[config.mk]
export PLATFORM = sky130hd
export DESIGN_NAME = obstacle_field_ctrl
export DESIGN_NICKNAME = d
export VERILOG_FILES = /design/src/rtl/obstacle_pkg.sv /design/src/rtl/obstacle_slot.sv /design/src/rtl/obstacle_field_ctrl.sv
export SDC_FILE = /design/constraint.sdc
export NUM_CORES = 1
export LEC_CHECK = 0
export CAP_MARGIN = 20
export CORE_ASPECT_RATIO = 1.75
export CORE_MARGIN = 5
export CORE_UTILIZATION = 55
export CTS_CLUSTER_DIAMETER = 120
export DETAILED_ROUTE_END_ITERATION = 6
export GPL_TIMING_DRIVEN = 0
export PLACE_DENSITY = 0.86
export REMOVE_ABC_BUFFERS = 1
export SYNTH_ARGS = -nofsm -noshare
export SYNTH_HDL_FRONTEND = slang
export SYNTH_SLANG_ARGS = --single-unit
[constraint.sdc]
create_clock -name clk -period 6.8 [get_ports clk]
set_input_delay 1.36 -clock clk [delete_from_list [all_inputs] [get_ports clk]]
set_output_delay 1.36 -clock clk [all_outputs]
set_load 0.02 [all_outputs]
[src/rtl/obstacle_pkg.sv]
// Shared screen/obstacle constants and the speed-scaled step helper
// for the obstacle field controller.
package obstacle_pkg;

    localparam int SCREEN_W = 640;
    localparam int SCREEN_H = 480;
    localparam int OBS_W    = 32;
    localparam int OBS_H    = 32;
    localparam int STEP     = 4;

    // Effective fall distance per tick; callers cast down to their own width.
    function automatic logic [31:0] calc_step_eff(input logic [31:0] step,
                                                  input logic [1:0]  speed);
        return step << speed;
    endfunction

endpackage

[src/rtl/obstacle_slot.sv]
// One obstacle slot: active flag plus x/y position, with spawn load,
// per-tick advance and a combinational retire strobe.
module obstacle_slot #(
    parameter int POS_W = 10
) (
    input  logic             clk,
    input  logic             reset,
    input  logic             clr,
    input  logic             load,
    input  logic [POS_W-1:0] load_x,
    input  logic             advance,
    input  logic [POS_W+2:0] step_eff,
    input  logic [POS_W+2:0] limit,
    output logic             active,
    output logic [POS_W-1:0] x,
    output logic [POS_W-1:0] y,
    output logic             retire
);

    logic [POS_W+2:0] y_next;
    logic             over;

    // Sum kept 3 bits wider so a large step can never wrap below the limit.
    assign y_next = {3'b000, y} + step_eff;
    assign over   = (y_next > limit);
    assign retire = advance & active & over;

    always_ff @(posedge clk or posedge reset) begin
        if (reset) begin
            active <= 1'b0;
            x      <= '0;
            y      <= '0;
        end else if (clr) begin
            active <= 1'b0;
            x      <= '0;
            y      <= '0;
        end else if (load) begin
            active <= 1'b1;
            x      <= load_x;
            y      <= '0;
        end else if (advance && active) begin
            // A retiring slot keeps its last position for the renderer.
            if (over) active <= 1'b0;
            else      y      <= y_next[POS_W-1:0];
        end
    end

endmodule

[src/rtl/obstacle_field_ctrl.sv]
// Multi-slot obstacle controller: lowest-free-slot spawn, frame-tick fall,
// bottom-edge retirement with exit pulse/count and a live-slot count.
module obstacle_field_ctrl #(
    parameter int NUM_OBS  = 4,
    parameter int POS_W    = 10,
    parameter int SCREEN_H = obstacle_pkg::SCREEN_H,
    parameter int OBS_H    = obstacle_pkg::OBS_H,
    parameter int STEP     = obstacle_pkg::STEP,
    parameter int CNT_W    = 16
) (
    input  logic                     clk,
    input  logic                     reset,
    input  logic                     tick,
    input  logic                     pause,
    input  logic                     clear,
    input  logic [1:0]               speed,
    input  logic                     spawn_valid,
    input  logic [POS_W-1:0]         spawn_x,
    output logic                     spawn_ready,
    output logic [NUM_OBS-1:0]       obs_active,
    output logic [NUM_OBS*POS_W-1:0] obs_x,
    output logic [NUM_OBS*POS_W-1:0] obs_y,
    output logic                     exit_pulse,
    output logic [CNT_W-1:0]         exit_count,
    output logic [4:0]               live_count
);

    import obstacle_pkg::*;

    localparam int EW = POS_W + 3;
    localparam logic [EW-1:0] LIMIT = EW'(SCREEN_H - OBS_H);

    logic [EW-1:0]      step_eff;
    logic [NUM_OBS-1:0] free_onehot;
    logic               free_found;
    logic               accept;
    logic               advance;
    logic [NUM_OBS-1:0] load;
    logic [NUM_OBS-1:0] retire;
    logic [NUM_OBS-1:0] next_active;
    logic [4:0]         next_live;
    logic [CNT_W-1:0]   retire_cnt;

    assign step_eff    = EW'(calc_step_eff(32'(STEP), speed));
    assign spawn_ready = ~&obs_active;
    assign accept      = spawn_valid & spawn_ready & ~clear;
    assign advance     = tick & ~pause & ~clear;
    assign load        = accept ? free_onehot : '0;

    // Lowest-index inactive slot wins.
    always_comb begin
        free_onehot = '0;
        free_found  = 1'b0;
        for (int i = 0; i < NUM_OBS; i++) begin
            if (!obs_active[i] && !free_found) begin
                free_onehot[i] = 1'b1;
                free_found     = 1'b1;
            end
        end
    end

    genvar g;
    generate
        for (g = 0; g < NUM_OBS; g++) begin : g_slot
            obstacle_slot #(.POS_W(POS_W)) u_slot (
                .clk      (clk),
                .reset    (reset),
                .clr      (clear),
                .load     (load[g]),
                .load_x   (spawn_x),
                .advance  (advance),
                .step_eff (step_eff),
                .limit    (LIMIT),
                .active   (obs_active[g]),
                .x        (obs_x[g*POS_W +: POS_W]),
                .y        (obs_y[g*POS_W +: POS_W]),
                .retire   (retire[g])
            );
        end
    endgenerate

    // Mirror of the slot flag update so live_count lands on the same edge.
    always_comb begin
        next_active = '0;
        next_live   = '0;
        retire_cnt  = '0;
        for (int i = 0; i < NUM_OBS; i++) begin
            if (clear)          next_active[i] = 1'b0;
            else if (load[i])   next_active[i] = 1'b1;
            else if (retire[i]) next_active[i] = 1'b0;
            else                next_active[i] = obs_active[i];
            if (next_active[i]) next_live  = next_live + 5'd1;
            if (retire[i])      retire_cnt = retire_cnt + 1'b1;
        end
    end

    always_ff @(posedge clk or posedge reset) begin
        if (reset) begin
            exit_pulse <= 1'b0;
            exit_count <= '0;
            live_count <= '0;
        end else begin
            exit_pulse <= |retire;
            exit_count <= exit_count + retire_cnt;
            live_count <= next_live;
        end
    end

endmodule

==> results.yml, run 1 <==
outcome:
  run_status: "finished clean"
cts:
  clk_latency_ps: 350
  cts_tree: "yes"
  post_cts_buffers: 0
  cts_buffers: 9
  clk_path_buf_depth: 2
  clock-sinks: 97
  clk_pin_slew_ps: 70
  h-tree-depth: 3
  root_buffer: "clkbuf_16"
worst_setup_path:
  cp_num_buf_inv: 1
  crit_path_end_kind: "flip-flop"
  crit_fanout: 19
  critPathSlowestCell: "a2111oi_2"
  path_depth: 21
  path_cells: "dlymetal6s2s_1, nand2b_1, xnor2_1, ha_1, o21ai_0, a21oi_1, a21oi_1, xor2_1, a2111oi_2, o21bai_1, ha_1, xnor2_1, ha_1, mux2_2, ha_1, a21o_1, a21oi_1, nor2b_1, o211a_1, nand3_1, xnor2_1"
  crit_required_ps: 7070
  critPathKind: "primary input to flip-flop"
  arrival_ps: 6650
  crit_top_cell: "ha_1"
  critPathTopFamily: "compound AO/OA/AOI/OAI gates"
  startpoint_type: "primary input"
  slowest_delay_ps: 490
  reg2reg_depth: 19
layout:
  antennaDiodeCount: 0
  syn_to_final_growth_pct: 26.9
  finalNonFillerCells: 862
  fillCellCount: 802
  nets: 774
  drive_gt1_frac: 0.0639
  layout_commonest_cell: "nand2_1"
  mostFrequentLayoutCells: "nand2_1 (127), clkdlybuf4s50_1 (113), dfrtp_1 (97), o21ai_0 (68), nor2_1 (28)"
power_and_ir_drop:
  pwr-share-comb: 0.168
  p_per_area_nw_per_um2: 193
  design_power_total_mw: 1.39
  p_leak_nw: 3.17
  seq_power_share: 0.461
  p_switching_mw: 0.385
  p_sw_frac: 0.277
  clock_power_share: 0.372
  peakVddDrop_mv: 0.140
  p_int_mw: 1.00
global_route:
  grt_max_degree: 58
  grt.total_usage: 0.247
  grt_pass1_vias: 5109
  antenna_found_initial: 0
  grt_pass1_wl_mm: 24.4
  overflow: 0
synthesis:
  yosys_register_bits: 97
  synth_top_area_frac: 0.428
  synth-simple-area-share: 0.208
  async_flop_share: 1.00
  yosys.area.top_type: "dfrtp_1"
  synth_top_family_by_area: "simple AND/OR/NAND/NOR gates"
  ys_types: 68
  ys.flop_type: "dfrtp_1"
  synthXorXnorAreaFrac: 0.0538
  synth_area_um2: 5670
  synth_cells: 633
  synth_edf_count: 0
  synth_compound_area_frac: 0.161
  synth_fa_ha_area_frac: 0.0565
  avgSynthCellArea_um2: 8.96
  synthTopCellsByArea: "dfrtp_1 (43%), nand2_1 (8.4%), o21ai_0 (6.0%)"
  ys_warn_count: 0
  synthMuxAreaShare: 0.0315
  ys_seq_area_frac: 0.428
hold_path:
  hold_depth: 1
  hold_path_class: "flip-flop to flip-flop"
place:
  placed_cells: 847
  dp_hpwl_mm: 11.2
  port_buffers: 115
  place_congestion: 0.947
timing:
  maxSlewHeadroom: 0.328
  finalClockSkew_ps: 11.5
  hold_ws_ps: 499
  slew_viol_final: 0
  worst_slew_pin_slew_ps: 1000
  rsz0062_at_grt: "false"
  fmax_ghz: 0.157
  finalSetupTns_ps: 0
  setup_violations: 0
  timing.final.hold_violations: 0
  fin_crit_ps: 6390
  finalCritPeriodShare: 0.939
routing:
  antenna_left: 0
  first_pass_iters: 5
  num_vias: 4974
  vias_per_cell: 5.77
  drtIter0Drc: 228
  drc_errors: 0
  wire_per_inst_um: 17.2
  wl_mm: 14.9
floorplanning:
  rows: 49
  core_um2: 10200
  die_w_um: 86.8
  fp.dieH_um: 144
  dieArea_um2: 12500
  start_util: 0.557
  ios: 125
job:
  max-cap-violations: 0
## cells in the mapped netlist (all sizes together), types with 6 or more instances
| cell type | n |
|---|---|
| buf | 23 |
| and2 | 6 |
| xor2 | 7 |
| nand3 | 18 |
| ha | 24 |
| and3 | 13 |
| nor2 | 29 |
| nor2b | 6 |
| xnor2 | 27 |
| nand2 | 127 |
| inv | 26 |
| mux2 | 7 |
| a31oi | 12 |
| a21oi | 10 |
| a21o | 7 |
| dfrtp | 97 |
| nor3 | 10 |
| o21ai | 72 |
| o21a | 6 |
| clkbuf | 21 |
| mux2i | 10 |
## registers in the layout, indices dropped and copies added, names as in the netlist
register and count:
g_slot.u_slot.active 4, exit_count 16, live_count 4, exit_pulse 1, g_slot.u_slot.y 32, g_slot.u_slot.x 40
## metal layers
metal	vias to the layer above	GRT usage	wire, µm
li1	2361	-	-
met1	2421	0.272	5560
met2	156	0.459	8130
met3	36	0.0393	723
met4	0	0.107	453
met5	-	0	0
## cell type report
cell class / instances / area (µm²) / area share
Multi-Input combinational cell: 475 / 2960 / 0.411
Sequential cell: 97 / 2430 / 0.337
Timing Repair Buffer: 121 / 1240 / 0.173
Clock buffer: 10 / 239 / 0.0332
Tap cell: 127 / 159 / 0.0221
Inverter: 27 / 106 / 0.0148
Clock inverter: 5 / 62.6 / 0.00869
## worst register-to-register path, stage by stage (launching register included)
cell	delay, ps
dfrtp_1	410
ha_1	260
ha_1	240
o21ai_0	180
a21oi_1	80
a21oi_1	350
xor2_1	130
a2111oi_2	490
o21bai_1	280
ha_1	370
xnor2_1	240
ha_1	290
mux2_2	280
ha_1	290
a21o_1	180
a21oi_1	220
nor2b_1	90
o211a_1	290
nand3_1	130
xnor2_1	130
## power groups by stage
| stage | combinational, mW | clock [mW] | sequential [mW] |
|---|---|---|---|
| 6_report | 0.233 | 0.516 | 0.640 |
| 5_1_grt | 0.250 | 0.551 | 0.644 |
| 4_1_cts | 0.234 | 0.527 | 0.639 |
| 3_5_place_dp | 0.231 | 0 | 0.649 |
| 3_3_place_gp | 0.218 | 0 | 0.647 |
| 2_1_floorplan | 0.0874 | 0 | 0.679 |
## final timing paths
| path | from | endpoint | slack, ps |
|---|---|---|---|
| max | speed[1] | exit_count[15] | 410 |
| min | exit_count[15] | exit_count[15] | 500 |
| max reg2reg | g_slot[1].u_slot.y[2] | exit_count[15] | 1780 |
| min reg2reg | exit_count[15] | exit_count[15] | 500 |
| max in group asynchronous | reset | exit_count[1] | 4710 |
| min in group asynchronous | reset | g_slot[0].u_slot.x[6] | 1440 |
## metrics by stage
stage / area (µm²) / utilization / worst slack [ps]
floorplan: 5470 / - / 1320
global placement: 6780 / 0.666 / -113
detailed placement: 6890 / 0.677 / -307
CTS: 7190 / 0.707 / 15.8
global route: 7200 / 0.707 / 56.1
finish: 7200 / 0.707 / 415
## cells by family (layout without fill, tap and decap cells)
logic type	count (synthesis)	in the layout
muxes	17	17
and+or+nand+nor	249	249
buffers and inverters	71	163
DFF	97	97
adders and majority gates	25	25
xor gates and xnor gates	34	34
AOI/OAI and AO/OA	139	139
other	1	11
## timing repair
action                                  in CTS  in global routing
endpoints found under the setup margin       0                 11
hold buffers                                 0                  0
resized for setup                            0                  3
endpoints found under the hold margin        0                  0
(Power assumes the default switching activity.)
==> inputs of run 2 (changes only) <==
--- a/config.mk
+++ b/config.mk
@@ -7,7 +7,6 @@
 export LEC_CHECK = 0
 export CAP_MARGIN = 20
 export CORE_ASPECT_RATIO = 1.75
-export CORE_MARGIN = 5
 export CORE_UTILIZATION = 55
 export CTS_CLUSTER_DIAMETER = 120
 export DETAILED_ROUTE_END_ITERATION = 6
==> results.yml, run 2 (same netlist as run 1, synthesis figures left out) <==
outcome:
  run_status: "finished clean"
routing:
  antenna_left: 0
  wl_mm: 14.3
  vias_per_cell: 5.79
  first_pass_iters: 4
  num_vias: 4983
  drc_errors: 0
  drtIter0Drc: 218
  wire_per_inst_um: 16.7
layout:
  reg_top3: "g_slot.u_slot.x x40, g_slot.u_slot.y x32, exit_count x16"
  mostFrequentLayoutCells: "nand2_1 (127), clkdlybuf4s50_1 (113), dfrtp_1 (97), o21ai_0 (68), nor2_1 (28)"
  syn_to_final_growth_pct: 27.3
  nets: 774
  antennaDiodeCount: 0
  top_register: "g_slot.u_slot.x"
  drive_gt1_frac: 0.0653
  layout_commonest_cell: "nand2_1"
  largest_reg_flops: 40
  finalNonFillerCells: 860
worst_setup_path:
  startpoint_type: "primary input"
  critPathKind: "primary input to flip-flop"
  crit_path_end_kind: "flip-flop"
  crit_fanout: 19
  crit_required_ps: 7050
  arrival_ps: 6630
timing:
  hold_ws_ps: 477
  finalCritPeriodShare: 0.938
  finalSetupTns_ps: 0
  worst_slew_pin_slew_ps: 996
  timing.final.hold_violations: 0
  setup_violations: 0
  maxSlewHeadroom: 0.334
  rsz0062_at_grt: "false"
  fmax_ghz: 0.157
  slew_viol_final: 0
  finalClockSkew_ps: 5.48
  fin_crit_ps: 6380
place:
  placed_cells: 845
  port_buffers: 115
  dp_hpwl_mm: 10.7
  place_congestion: 0.876
power_and_ir_drop:
  clock_power_share: 0.386
  p_int_mw: 1.03
  p_leak_nw: 3.19
  design_power_total_mw: 1.41
  seq_power_share: 0.452
  p_per_area_nw_per_um2: 196
  p_switching_mw: 0.382
  p_sw_frac: 0.271
  peakVddDrop_mv: 0.133
  pwr-share-comb: 0.163
floorplanning:
  ios: 125
  die_w_um: 78.8
  fp.dieH_um: 136
  start_util: 0.569
  rows: 48
  core_um2: 9970
  dieArea_um2: 10700
cts:
  clock-sinks: 97
  root_buffer: "clkbuf_16"
  clk_path_buf_depth: 2
  clk_pin_slew_ps: 70
  clk_latency_ps: 340
  h-tree-depth: 3
  cts_buffers: 9
  post_cts_buffers: 0
  cts_tree: "yes"
global_route:
  antenna_found_initial: 0
  grt_pass1_wl_mm: 23.8
  grt_max_degree: 73
  grt_pass1_vias: 5004
  grt.total_usage: 0.282
  overflow: 0
job:
  max-cap-violations: 0
hold_path:
  hold_path_class: "flip-flop to flip-flop"
run 2: changes by cell type in the layout (fill, tap and decap cells not counted), sizes merged:
cell,before,now
clkinvlp,2,1
bufinv,1,2
clkbuf,10,9
clkinv,1,2
run 2: routing by layer:
metal	GRT usage	up-vias	wire length (µm)
li1	-	2367	-
met1	0.304	2445	5360
met3	0.0443	23	580
met5	0	-	0
met4	0.114	0	296
met2	0.534	148	8090
run 2: worst paths after layout:
kind | cells past startpoint | startpoint | endpoint | slack, ps
worst max-delay path | 21 | speed[1] | exit_count[13] | 420
worst min-delay path | 1 | exit_count[15] | exit_count[15] | 480
worst max register to register | 19 | g_slot[1].u_slot.y[3] | exit_count[13] | 1730
worst min register to register | 1 | exit_count[15] | exit_count[15] | 480
max in group asynchronous | 3 | reset | g_slot[1].u_slot.x[9] | 4790
min in group asynchronous | 2 | reset | exit_count[3] | 1350
run 2: metrics by stage:
| stage | cell area, µm² | utilization | setup WS [ps] |
|---|---|---|---|
| floorplan | 5470 | - | 1320 |
| global placement | 6780 | 0.680 | -159 |
| detailed placement | 6890 | 0.691 | -346 |
| CTS | 7210 | 0.723 | 12.3 |
| global route | 7220 | 0.724 | 106 |
| finish | 7220 | 0.724 | 418 |
run 2: cell type report:
class,count,area [µm²]
repair buffers,121,1250
fillers,750,2750
multi-input cells,475,2970
well taps,125,156
inverters,27,106
clock inverters,6,90.1
flip-flops and latches,97,2430
clock buffers,9,225
run 2: critical path, cell delays in order:
cell	delay, ps
dlymetal6s2s_1	490
nand2b_2	350
xnor2_1	100
ha_1	260
o21ai_0	150
a21oi_1	70
a21oi_1	350
xor2_1	140
a2111oi_2	480
o21bai_1	280
ha_1	380
xnor2_1	260
ha_1	290
mux2_2	280
ha_1	270
a21o_1	180
a21oi_1	250
nor2b_1	110
o211a_1	290
nand3_1	130
xnor2_1	150
run 2: repair_timing:
item                                    4_1_cts  5_1_grt
hold buffers                                  0        0
pin swaps                                     0        0
endpoints found under the setup margin        3       11
resized for setup                             1        4
run 2: power by group through the flow:
stage                     Clock (mW)  Sequential [mW]  Combinational (mW)
after global placement             0            0.646               0.217
after floorplan                    0            0.679              0.0874
after CTS                      0.548            0.637               0.231
after detailed placement           0            0.648               0.228
after global routing           0.571            0.642               0.248
final                          0.545            0.638               0.230
==> inputs of run 3 (changes only) <==
--- a/config.mk
+++ b/config.mk
@@ -7,11 +7,12 @@
 export LEC_CHECK = 0
 export CAP_MARGIN = 20
 export CORE_ASPECT_RATIO = 1.75
-export CORE_UTILIZATION = 55
+export CORE_UTILIZATION = 51
 export CTS_CLUSTER_DIAMETER = 120
 export DETAILED_ROUTE_END_ITERATION = 6
 export GPL_TIMING_DRIVEN = 0
-export PLACE_DENSITY = 0.86
+export PLACE_DENSITY = 0.8
+export RECOVER_POWER = 50
 export REMOVE_ABC_BUFFERS = 1
 export SYNTH_ARGS = -nofsm -noshare
 export SYNTH_HDL_FRONTEND = slang
==> constraint.sdc (replaced) <==
create_clock -name clk -period 7.16 [get_ports clk]
set_input_delay 1.074 -clock clk [delete_from_list [all_inputs] [get_ports clk]]
set_output_delay 1.074 -clock clk [all_outputs]
set_load 0.02 [all_outputs]
==> results.yml, run 3 (same netlist as run 1, synthesis figures left out) <==
timing:
  fin_crit_ps: 6520
  maxSlewHeadroom: -1.18
  worst_slew_pin_slew_ps: 3270
  fmax_ghz: 0.153
  slew_viol_final: 100
  hold_ws_ps: 478
  finalSetupTns_ps: 0
  finalClockSkew_ps: 7.02
  timing.final.hold_violations: 0
  finalCritPeriodShare: 0.910
  rsz0062_at_grt: "false"
  setup_violations: 0
routing:
  drc_errors: 0
  wl_mm: 14.2
  drtIter0Drc: 175
  wire_per_inst_um: 16.3
  antenna_left: 0
  first_pass_iters: 5
  num_vias: 4972
  vias_per_cell: 5.73
floorplanning:
  ios: 125
  die_w_um: 81.7
  start_util: 0.527
  fp.dieH_um: 142
  dieArea_um2: 11600
  rows: 50
  core_um2: 10800
worst_setup_path:
  arrival_ps: 6780
  crit_path_end_kind: "flip-flop"
  reg2reg_depth: 19
  crit_fanout: 19
  critPathKind: "primary input to flip-flop"
  startpoint_type: "primary input"
  crit_required_ps: 7420
place:
  place_congestion: 0.892
  placed_cells: 851
  dp_hpwl_mm: 10.7
  port_buffers: 115
global_route:
  overflow: 0
  grt_pass1_vias: 4921
  grt.total_usage: 0.259
  grt_pass1_wl_mm: 23.3
  antenna_found_initial: 0
  grt_max_degree: 61
cts:
  h-tree-depth: 3
  clk_path_buf_depth: 2
  clock-sinks: 97
  post_cts_buffers: 0
  clk_pin_slew_ps: 70
  hold_buffers: 0
  post_cts_resized: 0
  cts_buffers: 9
  root_buffer: "clkbuf_16"
  clk_latency_ps: 340
  cts_tree: "yes"
hold_path:
  hold_depth: 1
  hold_path_class: "flip-flop to flip-flop"
layout:
  layout_commonest_cell: "nand2_1"
  syn_to_final_growth_pct: 26.9
  drive_gt1_frac: 0.0638
  nets: 775
  mostFrequentLayoutCells: "nand2_1 (127), dfrtp_1 (97), o21ai_0 (68), clkdlybuf4s50_1 (66), dlygate4sd3_1 (49)"
  antennaDiodeCount: 0
  top_register: "g_slot.u_slot.x"
  fillCellCount: 876
  finalNonFillerCells: 867
  reg_top3: "g_slot.u_slot.x x40, g_slot.u_slot.y x32, exit_count x16"
  largest_reg_flops: 40
power_and_ir_drop:
  p_leak_nw: 3.30
  peakVddDrop_mv: 0.130
  p_per_area_nw_per_um2: 184
  design_power_total_mw: 1.32
outcome:
  run_status: "finished, violations left"
  violations: "capacitance limit, slew limit"
job:
  max-cap-violations: 2
[run 3: cell count changes in the layout (fill, tap and decap cells not counted), sizes merged]
cell and delta:
clkbuf +2, dlygate4sd3 +49, dlymetal6s2s -2, clkinv -1
clkinvlp +2, clkdlybuf4s50 -47, bufinv -1
[run 3: area by class of cell]
cell class                 count  area (µm²)  share of cell area
clock buffer                  10         239              0.0332
sequential                    97        2430               0.337
tap                          130         163              0.0226
inverter                      27         105              0.0146
multi-input combinational    475        2960               0.411
clock inverter                 6        73.8              0.0103
timing repair buffer         122        1230               0.172
[run 3: critical path: stages]
cell and delay, ps:
clkdlybuf4s50_1 720, nor2_1 540, ha_1 310, ha_1 240, o21ai_0 100, a21oi_1 190
a21oi_1 170, xor2_1 180, a2111oi_2 480, o21bai_1 270, ha_1 370, xnor2_1 240
ha_1 280, mux2_2 280, ha_1 280, a21o_1 180, a21oi_1 210, nor2b_1 90
o211a_1 290, nand4_1 130, xnor2_1 130
[run 3: routing by layer]
layer / global-route usage / up-vias / part of all wire
li1: - / 2369 / -
met1: 0.288 / 2432 / 0.38
met2: 0.474 / 139 / 0.55
met3: 0.0379 / 32 / 0.043
met4: 0.102 / 0 / 0.031
met5: 0 / - / 0
[run 3: through the flow]
stage / util / worst slack, ps / area [µm²]
2_1_floorplan: - / 1970 / 5470
3_3_place_gp: 0.631 / 488 / 6790
3_5_place_dp: 0.642 / 386 / 6910
4_1_cts: 0.672 / 701 / 7230
5_1_grt: 0.669 / 332 / 7200
6_report: 0.669 / 642 / 7200
[run 3: power breakdown]
| group | internal, mW | switching [mW] |
|---|---|---|
| combinational | 0.0906 | 0.120 |
| clock | 0.285 | 0.220 |
| sequential | 0.576 | 0.0304 |
| total | 0.952 | 0.370 |
[run 3: final timing paths]
path                                       startpoint                    end  slack (ps)
worst max-delay path                         speed[1]          exit_count[9]         640
worst min register to register         exit_count[15]         exit_count[15]         480
min in group asynchronous                       reset  g_slot[0].u_slot.x[2]        1580
worst max register to register  g_slot[1].u_slot.y[3]          exit_count[9]        2200
max in group asynchronous                       reset  g_slot[1].u_slot.y[4]        1890
worst min-delay path                   exit_count[15]         exit_count[15]         480
